<file path="src/rtl/vga_scanout_if.sv">
// rtl/vga_scanout_if.sv - VRAM read port between scanout engine and frame memory
interface vga_scanout_if #(
   parameter int ADDR_WIDTH = 16
);
   logic [ADDR_WIDTH-1:0] addr;
   logic                  rd_en;
   logic [15:0]           q;

   modport master (output addr, output rd_en, input q);
   modport slave  (input addr, input rd_en, output q);
endinterface

</file>
<file path="src/rtl/vga_scanout.sv">
// rtl/vga_scanout.sv - VGA timing generator and VRAM scanout, direct 12-bit or 1bpp mono
module vga_scanout #(
   parameter int H_ACTIVE   = 640,
   parameter int H_FP       = 16,
   parameter int H_SYNC     = 96,
   parameter int H_BP       = 48,
   parameter int V_ACTIVE   = 480,
   parameter int V_FP       = 10,
   parameter int V_SYNC     = 2,
   parameter int V_BP       = 33,
   parameter int ADDR_WIDTH = 16
) (
   input  logic                  clock,
   input  logic                  clear,
   input  logic                  mode,
   input  logic [ADDR_WIDTH-1:0] base,
   input  logic [11:0]           fg,
   input  logic [11:0]           bg,
   vga_scanout_if.master         vram,
   output logic [3:0]            VGA_R,
   output logic [3:0]            VGA_G,
   output logic [3:0]            VGA_B,
   output logic                  VGA_HS,
   output logic                  VGA_VS,
   output logic                  vblank,
   output logic                  frame_start
);
   localparam int H_TOTAL = H_ACTIVE + H_FP + H_SYNC + H_BP;
   localparam int V_TOTAL = V_ACTIVE + V_FP + V_SYNC + V_BP;
   localparam int HW = $clog2(H_TOTAL);
   localparam int VW = $clog2(V_TOTAL);

   logic [HW-1:0]         hcount;
   logic [VW-1:0]         vcount;
   logic                  mode_q;
   logic [ADDR_WIDTH-1:0] base_q;
   logic [ADDR_WIDTH-1:0] line_off;
   logic [ADDR_WIDTH-1:0] line_ptr;
   logic [ADDR_WIDTH-1:0] step;
   logic [ADDR_WIDTH-1:0] rd_addr;
   logic                  h_last, v_last, active, hs_raw, vs_raw, rd_req;

   logic       s1_active, s1_hs, s1_vs, s1_vb, s1_fs, s1_mode;
   logic [3:0] s1_pix;
   logic       s2_active, s2_hs, s2_vs, s2_vb, s2_fs, s2_mode;
   logic [3:0] s2_pix;
   logic [15:0] mono_word;
   logic        mono_bit;
   logic [11:0] pixel;

   assign h_last = (hcount == HW'(H_TOTAL - 1));
   assign v_last = (vcount == VW'(V_TOTAL - 1));
   assign active = (int'(hcount) < H_ACTIVE) && (int'(vcount) < V_ACTIVE);
   assign hs_raw = !((int'(hcount) >= H_ACTIVE + H_FP) && (int'(hcount) < H_ACTIVE + H_FP + H_SYNC));
   assign vs_raw = !((int'(vcount) >= V_ACTIVE + V_FP) && (int'(vcount) < V_ACTIVE + V_FP + V_SYNC));

   // line_ptr is kept as base_q plus a per-frame offset so a base change only lands at frame wrap
   assign line_ptr = base_q + line_off;
   assign step     = mode_q ? ADDR_WIDTH'(H_ACTIVE / 16) : ADDR_WIDTH'(H_ACTIVE);
   assign rd_req   = active && (!mode_q || (hcount[3:0] == 4'd0));
   assign rd_addr  = line_ptr + (mode_q ? ADDR_WIDTH'(hcount >> 4) : ADDR_WIDTH'(hcount));

   always_ff @(posedge clock or negedge clear) begin
      if (!clear) begin
         hcount   <= '0;
         vcount   <= '0;
         mode_q   <= 1'b0;
         base_q   <= '0;
         line_off <= '0;
      end else if (h_last) begin
         hcount <= '0;
         if (v_last) begin
            vcount   <= '0;
            mode_q   <= mode;
            base_q   <= base;
            line_off <= '0;
         end else begin
            vcount <= vcount + 1'b1;
            if (int'(vcount) < V_ACTIVE) line_off <= line_off + step;
         end
      end else begin
         hcount <= hcount + 1'b1;
      end
   end

   // Stage 1: VRAM request plus the position attributes that travel alongside it
   always_ff @(posedge clock or negedge clear) begin
      if (!clear) begin
         vram.addr  <= '0;
         vram.rd_en <= 1'b0;
         s1_active  <= 1'b0;
         s1_hs      <= 1'b1;
         s1_vs      <= 1'b1;
         s1_vb      <= 1'b0;
         s1_fs      <= 1'b0;
         s1_mode    <= 1'b0;
         s1_pix     <= 4'd0;
      end else begin
         vram.rd_en <= rd_req;
         if (rd_req) vram.addr <= rd_addr;
         s1_active <= active;
         s1_hs     <= hs_raw;
         s1_vs     <= vs_raw;
         s1_vb     <= (int'(vcount) >= V_ACTIVE);
         s1_fs     <= (hcount == '0) && (vcount == '0);
         s1_mode   <= mode_q;
         s1_pix    <= hcount[3:0];
      end
   end

   // Stage 2: attributes wait here while the RAM returns q
   always_ff @(posedge clock or negedge clear) begin
      if (!clear) begin
         s2_active <= 1'b0;
         s2_hs     <= 1'b1;
         s2_vs     <= 1'b1;
         s2_vb     <= 1'b0;
         s2_fs     <= 1'b0;
         s2_mode   <= 1'b0;
         s2_pix    <= 4'd0;
      end else begin
         s2_active <= s1_active;
         s2_hs     <= s1_hs;
         s2_vs     <= s1_vs;
         s2_vb     <= s1_vb;
         s2_fs     <= s1_fs;
         s2_mode   <= s1_mode;
         s2_pix    <= s1_pix;
      end
   end

   // q is only fresh on the first pixel of a mono word; later pixels come from the captured copy
   always_comb begin
      pixel    = 12'h000;
      mono_bit = (s2_pix == 4'd0) ? vram.q[15] : mono_word[4'd15 - s2_pix];
      if (s2_active) pixel = s2_mode ? (mono_bit ? fg : bg) : vram.q[11:0];
   end

   always_ff @(posedge clock or negedge clear) begin
      if (!clear) begin
         {VGA_R, VGA_G, VGA_B} <= 12'h000;
         VGA_HS      <= 1'b1;
         VGA_VS      <= 1'b1;
         vblank      <= 1'b0;
         frame_start <= 1'b0;
         mono_word   <= 16'h0000;
      end else begin
         {VGA_R, VGA_G, VGA_B} <= pixel;
         VGA_HS      <= s2_hs;
         VGA_VS      <= s2_vs;
         vblank      <= s2_vb;
         frame_start <= s2_fs && s2_active;
         if (s2_pix == 4'd0) mono_word <= vram.q;
      end
   end
endmodule

</file>
<file path="src/flat_wrapper.sv">
// flat-port wrapper written by rule: the top's interface ports become plain ports
module vga_scanout_flat 
#(
   parameter int H_ACTIVE   = 640,
   parameter int H_FP       = 16,
   parameter int H_SYNC     = 96,
   parameter int H_BP       = 48,
   parameter int V_ACTIVE   = 480,
   parameter int V_FP       = 10,
   parameter int V_SYNC     = 2,
   parameter int V_BP       = 33,
   parameter int ADDR_WIDTH = 16
)
  (clock, clear, mode, base, fg, bg, VGA_R, VGA_G, VGA_B, VGA_HS, VGA_VS, vblank, frame_start, vram_addr, vram_rd_en, vram_q);
  vga_scanout_if #(.ADDR_WIDTH(ADDR_WIDTH)) vram_i ();
  input  logic clock;
  input  logic clear;
  input  logic mode;
  input  logic [ADDR_WIDTH-1:0] base;
  input  logic [11:0] fg;
  input  logic [11:0] bg;
  output logic [3:0] VGA_R;
  output logic [3:0] VGA_G;
  output logic [3:0] VGA_B;
  output logic VGA_HS;
  output logic VGA_VS;
  output logic vblank;
  output logic frame_start;
  output wire logic [$bits(vram_i.addr)-1:0] vram_addr;
  output wire logic [$bits(vram_i.rd_en)-1:0] vram_rd_en;
  input wire logic [$bits(vram_i.q)-1:0] vram_q;
  assign vram_addr = vram_i.addr;
  assign vram_rd_en = vram_i.rd_en;
  assign vram_i.q = vram_q;
  vga_scanout #(.H_ACTIVE(H_ACTIVE), .H_FP(H_FP), .H_SYNC(H_SYNC), .H_BP(H_BP), .V_ACTIVE(V_ACTIVE), .V_FP(V_FP), .V_SYNC(V_SYNC), .V_BP(V_BP), .ADDR_WIDTH(ADDR_WIDTH)) u_core (.clock(clock), .clear(clear), .mode(mode), .base(base), .fg(fg), .bg(bg), .vram(vram_i), .VGA_R(VGA_R), .VGA_G(VGA_G), .VGA_B(VGA_B), .VGA_HS(VGA_HS), .VGA_VS(VGA_VS), .vblank(vblank), .frame_start(frame_start));
endmodule
</file>
<file path="config.mk">
export PLATFORM = sky130hd
export DESIGN_NAME = vga_scanout_flat
export DESIGN_NICKNAME = d
export VERILOG_FILES = /design/src/rtl/vga_scanout_if.sv /design/src/rtl/vga_scanout.sv /design/src/flat_wrapper.sv
export SDC_FILE = /design/constraint.sdc
export NUM_CORES = 1
export LEC_CHECK = 0
export ABC_AREA = 1
export CAP_MARGIN = 0
export CORE_ASPECT_RATIO = 1.25
export CORE_MARGIN = 10
export CORE_UTILIZATION = 55
export CTS_BUF_LIST = sky130_fd_sc_hd__clkbuf_4 sky130_fd_sc_hd__clkbuf_8 sky130_fd_sc_hd__clkbuf_16
export DETAILED_ROUTE_END_ITERATION = 12
export GPL_TIMING_DRIVEN = 0
export PLACE_DENSITY = 0.86
export SLEW_MARGIN = 20
export SYNTH_ARGS = -nofsm -noshare
export SYNTH_HDL_FRONTEND = slang
export SYNTH_SLANG_ARGS = --single-unit
</file>
<file path="constraint.sdc">
create_clock -name clock -period 3.69 [get_ports clock]
set_input_delay 0.738 -clock clock [delete_from_list [all_inputs] [get_ports clock]]
set_output_delay 0.738 -clock clock [all_outputs]
set_load 0.01 [all_outputs]
</file>
**Word level (Yosys, flattened, before mapping)**

Index checks and enable logic that the tools add are counted.
Widths: inputs -> output; s select.

- Register bits after elaboration: 122
- Input port bits: 59
- Output and inout bits: 33
- Logic and storage cells: 74

- Add/subtract/negate cells: 6
- $lt $le $gt $ge: 8
- Equality and inequality tests: 2
- Mux-type cells: 12
- Reduce and logical (&&, ||, !) cells: 17

Operators by type and width:

| operator | number |
|---|---|
| $add 16x16->16 | 3 |
| $mux 10 | 4 |
| $mux 12 | 3 |
| $mux 16 | 2 |
| $add 10x1->10 const B | 2 |
| $eq 10x10->1 const B | 2 |
| $ge 10x9->1 const B | 2 |
| $logic_not 10->1 | 2 |
| $lt 10x10->1 const B | 2 |
| $lt 10x9->1 const B | 2 |
| $ge 10x10->1 const B | 1 |
| $logic_not 4->1 | 2 |
| $logic_and 1x1->1 | 6 |
| $lt 4x5->1 const B | 1 |
| $bmux 1 s4 | 1 |
| $reduce_and 2->1 | 2 |
| $sub 4x4->4 const A | 1 |
| $logic_not 1->1 | 3 |
| $mux 1 | 2 |
| $reduce_bool 2->1 | 1 |
| $logic_or 1x1->1 | 1 |

**Depth between registers and ports, before layout**

Gate-level depths: netlist of the first run.

- Depth in word-level cells: 7
- Mapped depth: 16
- Depth with buffers taken out: 15

**Worst setup path before layout of the first run**

OpenSTA, ideal clock, no wires.

- Path type: register -> register
- Start point: reg u_core.mode_q
- End point: reg u_core.vram.addr[13]
- Setup time: 0.117 ns
- Arrival time: 2.630 ns
- Required time: 3.573 ns
- Path slack: 0.943 ns
- Cell stages (with the launch flop): 14
- Buffers on the path: 1
- Clock period less this slack: 2.747 ns
- Cell sequence: dfrtp_1 clkbuf_1 nand2_1 o21ai_0 fa_1 ha_1 a21oi_1 nand2_1 a21oi_1 o21ai_0 a21oi_1 nand2_1 nand3_1 nand2_1

- Longest elaborated chain between the ends: 3
- Elaborated cells on any way between the ends: 5
- Those cells by class: add/sub: 1; mux: 1; reduce/logical: 3

Ends and longest elaborated chain:

| what | RTL line | RTL |
|---|---|---|
| start: declaration | vga_scanout.sv:35 | `logic mode_q;` |
| start signal: assignment | vga_scanout.sv:74 | `mode_q <= mode;` |
| branches (longest 3 deep; another with $add 16x16->16) | n/a |  |
| end signal: assignment | vga_scanout.sv:100 | `if (rd_req) vram.addr <= rd_addr;` |
| end: declaration | vga_scanout_if.sv:9 | `modport master (output addr, output rd_en, input q);` |

Several ways; the timed one is not identified.
A chain may end at the register's enable or synchronous reset.

**Worst setup path in the final report of the first run**

- Start point: reg u_core.mode_q
- End point: reg u_core.vram.addr[10]

Same word-level chain as after synthesis.

==> flow_metrics.py, run 1 <==
metrics = {
    "critical_path": {
        "startpoint_type": "flip-flop",
        "crit_path_max_incr_delay_ns": 0.56,
        "worstPathArrival_ns": 3.57,
        "crit_path_cell_trace": "clkbuf_1 -> nand2_1 -> o21ai_0 -> fa_1 -> ha_1 -> a21oi_1 -> nand2_1 -> a21oi_1 -> nor2_1 -> o21ai_0 -> nand2_1 -> nand3_1 -> nand2_1",
        "slowest_stage": "dfrtp_1",
        "required_ns": 3.99,
        "crit_top_cell": "nand2_1",
        "worstSetupPathType": "reg -> reg",
        "ff2ff_setup_slack_ns": 0.41,
        "r2r-end": "u_core.vram.addr[10]",
        "setup.worst_path.end_class": "flip-flop",
        "timing.rr.start": "u_core.mode_q",
        "path_max_fanout": 11,
        "r2r_cells": 13,
    },
    "timing": {
        "fin_crit_ns": 3.28,
        "rsz0062_at_grt": "no",
        "fmax_ghz": 0.305,
        "relSlewSlack_pct": 64.8,
        "hold_viol_final": 0,
        "tightest_slew_ns": 0.521,
        "setup_violations": 0,
        "slew_violations": 0,
        "finClkSkew_ns": 0.00791,
        "final.period_utilization_pct": 88.8,
    },
    "global_routing": {
        "grt_overflow": 0,
        "grt_usage_pct": 20.7,
        "grt_pass1_vias": 5487,
        "grt_pass1_wl_um": 26700,
        "grt_max_degree": 78,
        "antenna_found_initial": 0,
    },
    "hold_path": {
        "hp-class": "in -> async",
    },
    "floorplan": {
        "fp.coreArea_sq_um": 11100,
        "ios": 92,
        "die_area_sq_um": 16100,
        "start_util_pct": 56.3,
        "fp.dieH_um": 139,
        "die_w_um": 116,
        "row_count": 43,
    },
    "power_and_ir_drop": {
        "power_density_nw_per_um2": 425,
        "total_power_w": 0.00340,
        "ir_drop_v": 0.000268,
        "leakage_nw": 4.04,
    },
    "final_layout": {
        "multiInputGateArea_sq_um": 2820,
        "diodes": 0,
        "layout-drive-gt1-share_pct": 7.96,
        "layout.nets": 964,
        "syn2layout_area_growth_pct": 27.2,
        "n_fill_cell": 821,
        "seq_area_sq_um": 2990,
        "fin_area_sq_um": 7980,
    },
    "place": {
        "gp_congestion": 0.919,
        "io_buffer_count": 91,
        "placed_cell_area_sq_um": 7380,
        "place_hpwl_um": 11700,
    },
    "clock_network": {
        "clock_latency_ns": 0.41,
        "htree_levels": 4,
        "cts_root_buffer": "clkbuf_16",
        "cts_buffers": 17,
        "clk_pin_slew_ns": 0.06,
        "cts_tree": "yes",
        "cts_resized": 0,
        "holdBufCountCts": 0,
        "clockBufferDepth": 2,
        "cts.sinks": 119,
        "post-cts-setup-buffer-count": 0,
    },
    "routing": {
        "vias": 5386,
        "via_per_inst": 5.31,
        "finalWirelength_um": 16000,
        "drt.antenna.violating_nets": 0,
        "drtPass1Iterations": 6,
        "initialDrtViolationCount": 383,
        "drc": 0,
        "wl_per_cell_um": 15.8,
    },
    "yosys": {
        "synth_edf_count": 0,
        "yosysSeqAreaShare_pct": 47.6,
        "syn-instance-count": 755,
        "yosys_warnings": 0,
        "syn-num-nets": 853,
        "synth-async-reset-ratio_pct": 100,
        "yosys.cell_count.top_type": "nand2_1",
        "synth-seq-cells": 119,
        "avgSynthCellArea_sq_um": 8.31,
        "synth_area_sq_um": 6270,
        "synthFlopType": "dfrtp_1",
        "synthTopCellsByCount": "184 x nand2_1, 113 x dfrtp_1, 95 x inv_1",
        "synth_cell_types": 46,
        "ys_top_cells_by_area": "dfrtp_1 45%, nand2_1 11%, ha_1 6.2%",
        "synth_area_leader_cell": "dfrtp_1",
        "synth_top_area_share_pct": 45.1,
    },
    "status": {
        "status": "complete, no violations",
    },
    "job": {
        "max_cap_viol_count": 0,
    },
}
## placed cells by master (no fill, tap or decap), types with 10 or more instances in the layout
cell and count:
a21oi_1 40, clkbuf_16 17, clkdlybuf4s50_1 90, dfrtp_1 113, ha_1 31, inv_1 95
nand2_1 184, nand3_1 58, nor2_1 80, nor3_1 14, o21ai_0 43, xor2_1 10
## cell type report
cell class | instances | area share, %
buffer | 18 | 1.19
clock buffer | 19 | 5.59
clock inverter | 13 | 1.93
inverter | 99 | 4.69
multi-input combinational | 519 | 35.3
sequential | 119 | 37.4
tap | 135 | 2.12
timing repair buffer | 92 | 11.8
## kinds of logic (layout without fill, tap and decap cells)
| family | after synthesis | count (layout) | share of synthesized area, % |
|---|---|---|---|
| AOI/OAI and AO/OA | 99 | 99 | 8.59 |
| and+or+nand+nor | 366 | 366 | 25.5 |
| buffers and inverters | 117 | 241 | 7.48 |
| DFF | 119 | 119 | 47.6 |
| xor gates and xnor gates | 15 | 15 | 2.09 |
| adders and majority gates | 39 | 39 | 8.73 |
## registers in the layout (all words and copies together), names as in the netlist, 4 cells and up
signal            count
u_core.s2_pix         4
u_core.line_off      13
u_core.VGA_R          4
u_core.base_q        16
u_core.VGA_G          4
u_core.hcount        10
u_core.mono_word     16
u_core.VGA_B          4
u_core.vram.addr     16
u_core.s1_pix         4
u_core.vcount        10
## routing by layer
layer | global-route usage, % | wire length (um)
met5 | 0 | 0
met4 | 8.29 | 398
met3 | 5.25 | 1070
met2 | 35.8 | 8140
met1 | 23.8 | 6400
## worst max-delay path by stage
| stage | endpoint | from | slack [ns] | cells past startpoint |
|---|---|---|---|---|
| after floorplan | u_core.vram.addr[13] | u_core.mode_q | 0.94 | 13 |
| after global placement | u_core.base_q[14] | clear | -2.57 | 1 |
| after detailed placement | u_core.vram.addr[13] | u_core.mode_q | 0.52 | 13 |
| after CTS | u_core.vram.addr[13] | u_core.mode_q | 0.46 | 13 |
| after global routing | u_core.vram.addr[13] | u_core.mode_q | 0.11 | 13 |
| final | u_core.vram.addr[10] | u_core.mode_q | 0.41 | 13 |
## report_power, final
| part | leakage, nW | internal [W] | switching (W) |
|---|---|---|---|
| registers | 1.45 | 0.00136 | 0.0000297 |
| clock network | 0.288 | 0.00108 | 0.000591 |
| logic | 2.30 | 0.000170 | 0.000168 |
## metrics by stage
stage | hold slack [ns] | setup TNS [ns] | cells | setup WS, ns | util [%]
detailed placement | 0.335 | 0 | 982 | 0.519 | 66.3
CTS | 0.247 | 0 | 1014 | 0.459 | 71.7
finish | 0.237 | 0 | 1014 | 0.415 | 71.7
global placement | 0.331 | -296.19 | 981 | -2.57 | 66.0
floorplan | 0.331 | 0 | 755 | 0.943 | -
global route | 0.259 | 0 | 1014 | 0.110 | 71.7
## worst max-delay path: cells and delay by family (launching register included)
family,cells,cell delay [ns]
buffers and inverters,1,0.37
adder cells (fa/ha/maj),2,0.83
AO/OA/AOI/OAI,4,0.82
AND/OR/NAND/NOR,6,0.57
flip-flops,1,0.56
Note: power is estimated with default switching activity, not from simulation.
==> run 2, diff against run 1 <==
SLEW_MARGIN = 5   (was 20)
==> results of run 2 <==
The final DEF is identical to that of run 1; final timing and power are the same.
==> run 3, diff against run 2 <==
==> constraint.sdc (replaced) <==
create_clock -name clock -period 3.69 [get_ports clock]
set_input_delay 0.369 -clock clock [delete_from_list [all_inputs] [get_ports clock]]
set_output_delay 0.369 -clock clock [all_outputs]
set_load 0.01 [all_outputs]
==> flow_metrics.py, run 3 (synthesis gave the netlist of run 1 again) <==
metrics = {
    "status": {
        "status": "complete, no violations",
    },
    "place": {
        "io_buffer_count": 91,
        "dp_slack_ns": 0.519,
        "gp_congestion": 0.919,
        "place_hpwl_um": 11700,
        "placed_cell_area_sq_um": 7380,
    },
    "global_routing": {
        "grt_usage_pct": 20.8,
        "grt_pass1_vias": 5490,
        "antenna_found_initial": 0,
        "grt_max_degree": 78,
        "grt_overflow": 0,
        "grt_pass1_wl_um": 26700,
    },
    "clock_network": {
        "cts_root_buffer": "clkbuf_16",
        "holdBufCountCts": 1,
        "cts_tree": "yes",
        "post-cts-setup-buffer-count": 0,
        "cts.sinks": 119,
        "clockBufferDepth": 2,
        "clk_pin_slew_ns": 0.06,
        "htree_levels": 4,
        "cts_buffers": 17,
        "cts_resized": 0,
        "clock_latency_ns": 0.41,
    },
    "floorplan": {
        "fp.coreArea_sq_um": 11100,
        "fp.dieH_um": 139,
        "ios": 92,
        "die_area_sq_um": 16100,
        "start_util_pct": 56.3,
        "row_count": 43,
        "die_w_um": 116,
    },
    "critical_path": {
        "worstPathArrival_ns": 3.56,
        "setup.worst_path.end_class": "flip-flop",
        "startpoint_type": "flip-flop",
        "required_ns": 3.99,
        "crit_end": "u_core.vram.addr[10]",
        "path_max_fanout": 11,
        "ff2ff_setup_slack_ns": 0.43,
        "crit_start": "u_core.mode_q",
        "r2r-end": "u_core.vram.addr[10]",
        "timing.rr.start": "u_core.mode_q",
        "worstSetupPathType": "reg -> reg",
        "r2r_cells": 13,
    },
    "power_and_ir_drop": {
        "ir_drop_v": 0.000269,
        "power_density_nw_per_um2": 425,
        "leakage_nw": 4.05,
        "total_power_w": 0.00339,
    },
    "timing": {
        "setup_violations": 0,
        "relSlewSlack_pct": 64.3,
        "finClkSkew_ns": 0.00746,
        "rsz0062_at_grt": "no",
        "fmax_ghz": 0.307,
        "setup_tns_ns": 0,
        "final.period_utilization_pct": 88.4,
        "layout_setup_ws_ns": 0.428,
        "slew_violations": 0,
        "hold_viol_final": 0,
        "fin_crit_ns": 3.26,
        "tightest_slew_ns": 0.529,
    },
    "final_layout": {
        "reg.largest.list": "u_core.base_q x16, u_core.mono_word x16, u_core.vram.addr x16",
        "syn2layout_area_growth_pct": 27.4,
        "fin_area_sq_um": 7990,
        "diodes": 0,
        "layout_commonest_cell": "nand2_1",
        "mostFrequentLayoutCells": "184 x nand2_1, 113 x dfrtp_1, 95 x inv_1, 90 x clkdlybuf4s50_1, 80 x nor2_1",
        "layout-drive-gt1-share_pct": 7.95,
        "layout.nets": 965,
    },
    "routing": {
        "via_per_inst": 5.34,
        "initialDrtViolationCount": 427,
        "vias": 5418,
        "drc": 0,
        "finalWirelength_um": 16000,
        "drtPass1Iterations": 5,
        "wl_per_cell_um": 15.8,
        "drt.antenna.violating_nets": 0,
    },
    "hold_path": {
        "hp-class": "reg -> reg",
    },
    "job": {
        "max_cap_viol_count": 0,
    },
}
## run 3: cell count changes in the layout (fill, tap and decap cells not counted)
cell / previous run / this run
dlygate4sd3_1: 0 / 1
## run 3: worst min path at each step
| stage | startpoint | end | slack [ns] | cells past startpoint |
|---|---|---|---|---|
| 2_1_floorplan | clear | u_core.VGA_B[0] | 0.07 | 0 |
| 3_3_place_gp | u_core.s2_vb | u_core.vblank | 0.33 | 0 |
| 3_5_place_dp | clear | u_core.mono_word[15] | 0.31 | 1 |
| 4_1_cts | u_core.s1_pix[2] | u_core.s2_pix[2] | 0.35 | 0 |
| 5_1_grt | u_core.s1_pix[2] | u_core.s2_pix[2] | 0.35 | 0 |
| 6_report | u_core.s1_pix[2] | u_core.s2_pix[2] | 0.35 | 0 |
## run 3: area by class of cell
class / count / area [sq um]
clock inverter: 13 / 154
fill: 820 / 3140
clock buffer: 19 / 447
sequential: 119 / 2990
tap: 135 / 169
inverter: 99 / 374
buffer: 18 / 95.1
multi-input combinational: 519 / 2820
timing repair buffer: 93 / 950
## run 3: metal layers
metal,vias up,GRT usage [%],routed length [um]
li1,2650,-,-
met1,2558,23.8,6410
met2,173,35.8,8140
met3,37,5.25,1040
met4,0,8.29,454
met5,-,0,0
## run 3: power by group
part	switching, W	internal (W)	total, W
combinational	0.000169	0.000170	0.000339
sequential	0.0000296	0.00136	0.00139
clock	0.000590	0.00108	0.00167
## run 3: metrics by stage
stage | hold slack (ns) | std cells | util (%)
after floorplan | 0.0734 | 755 | -
after global placement | 0.331 | 981 | 66.0
after detailed placement | 0.314 | 982 | 66.3
after CTS | 0.347 | 1015 | 71.8
after global routing | 0.348 | 1015 | 71.8
final | 0.347 | 1015 | 71.8
## run 3: critical path, stage by stage (launching register included)
cell      delay (ns)
dfrtp_1         0.55
clkbuf_1        0.37
nand2_1         0.09
o21ai_0         0.10
fa_1            0.45
ha_1            0.38
a21oi_1         0.18
nand2_1         0.11
a21oi_1         0.29
nor2_1          0.06
o21ai_0         0.24
nand2_1         0.11
nand3_1         0.12
nand2_1         0.07
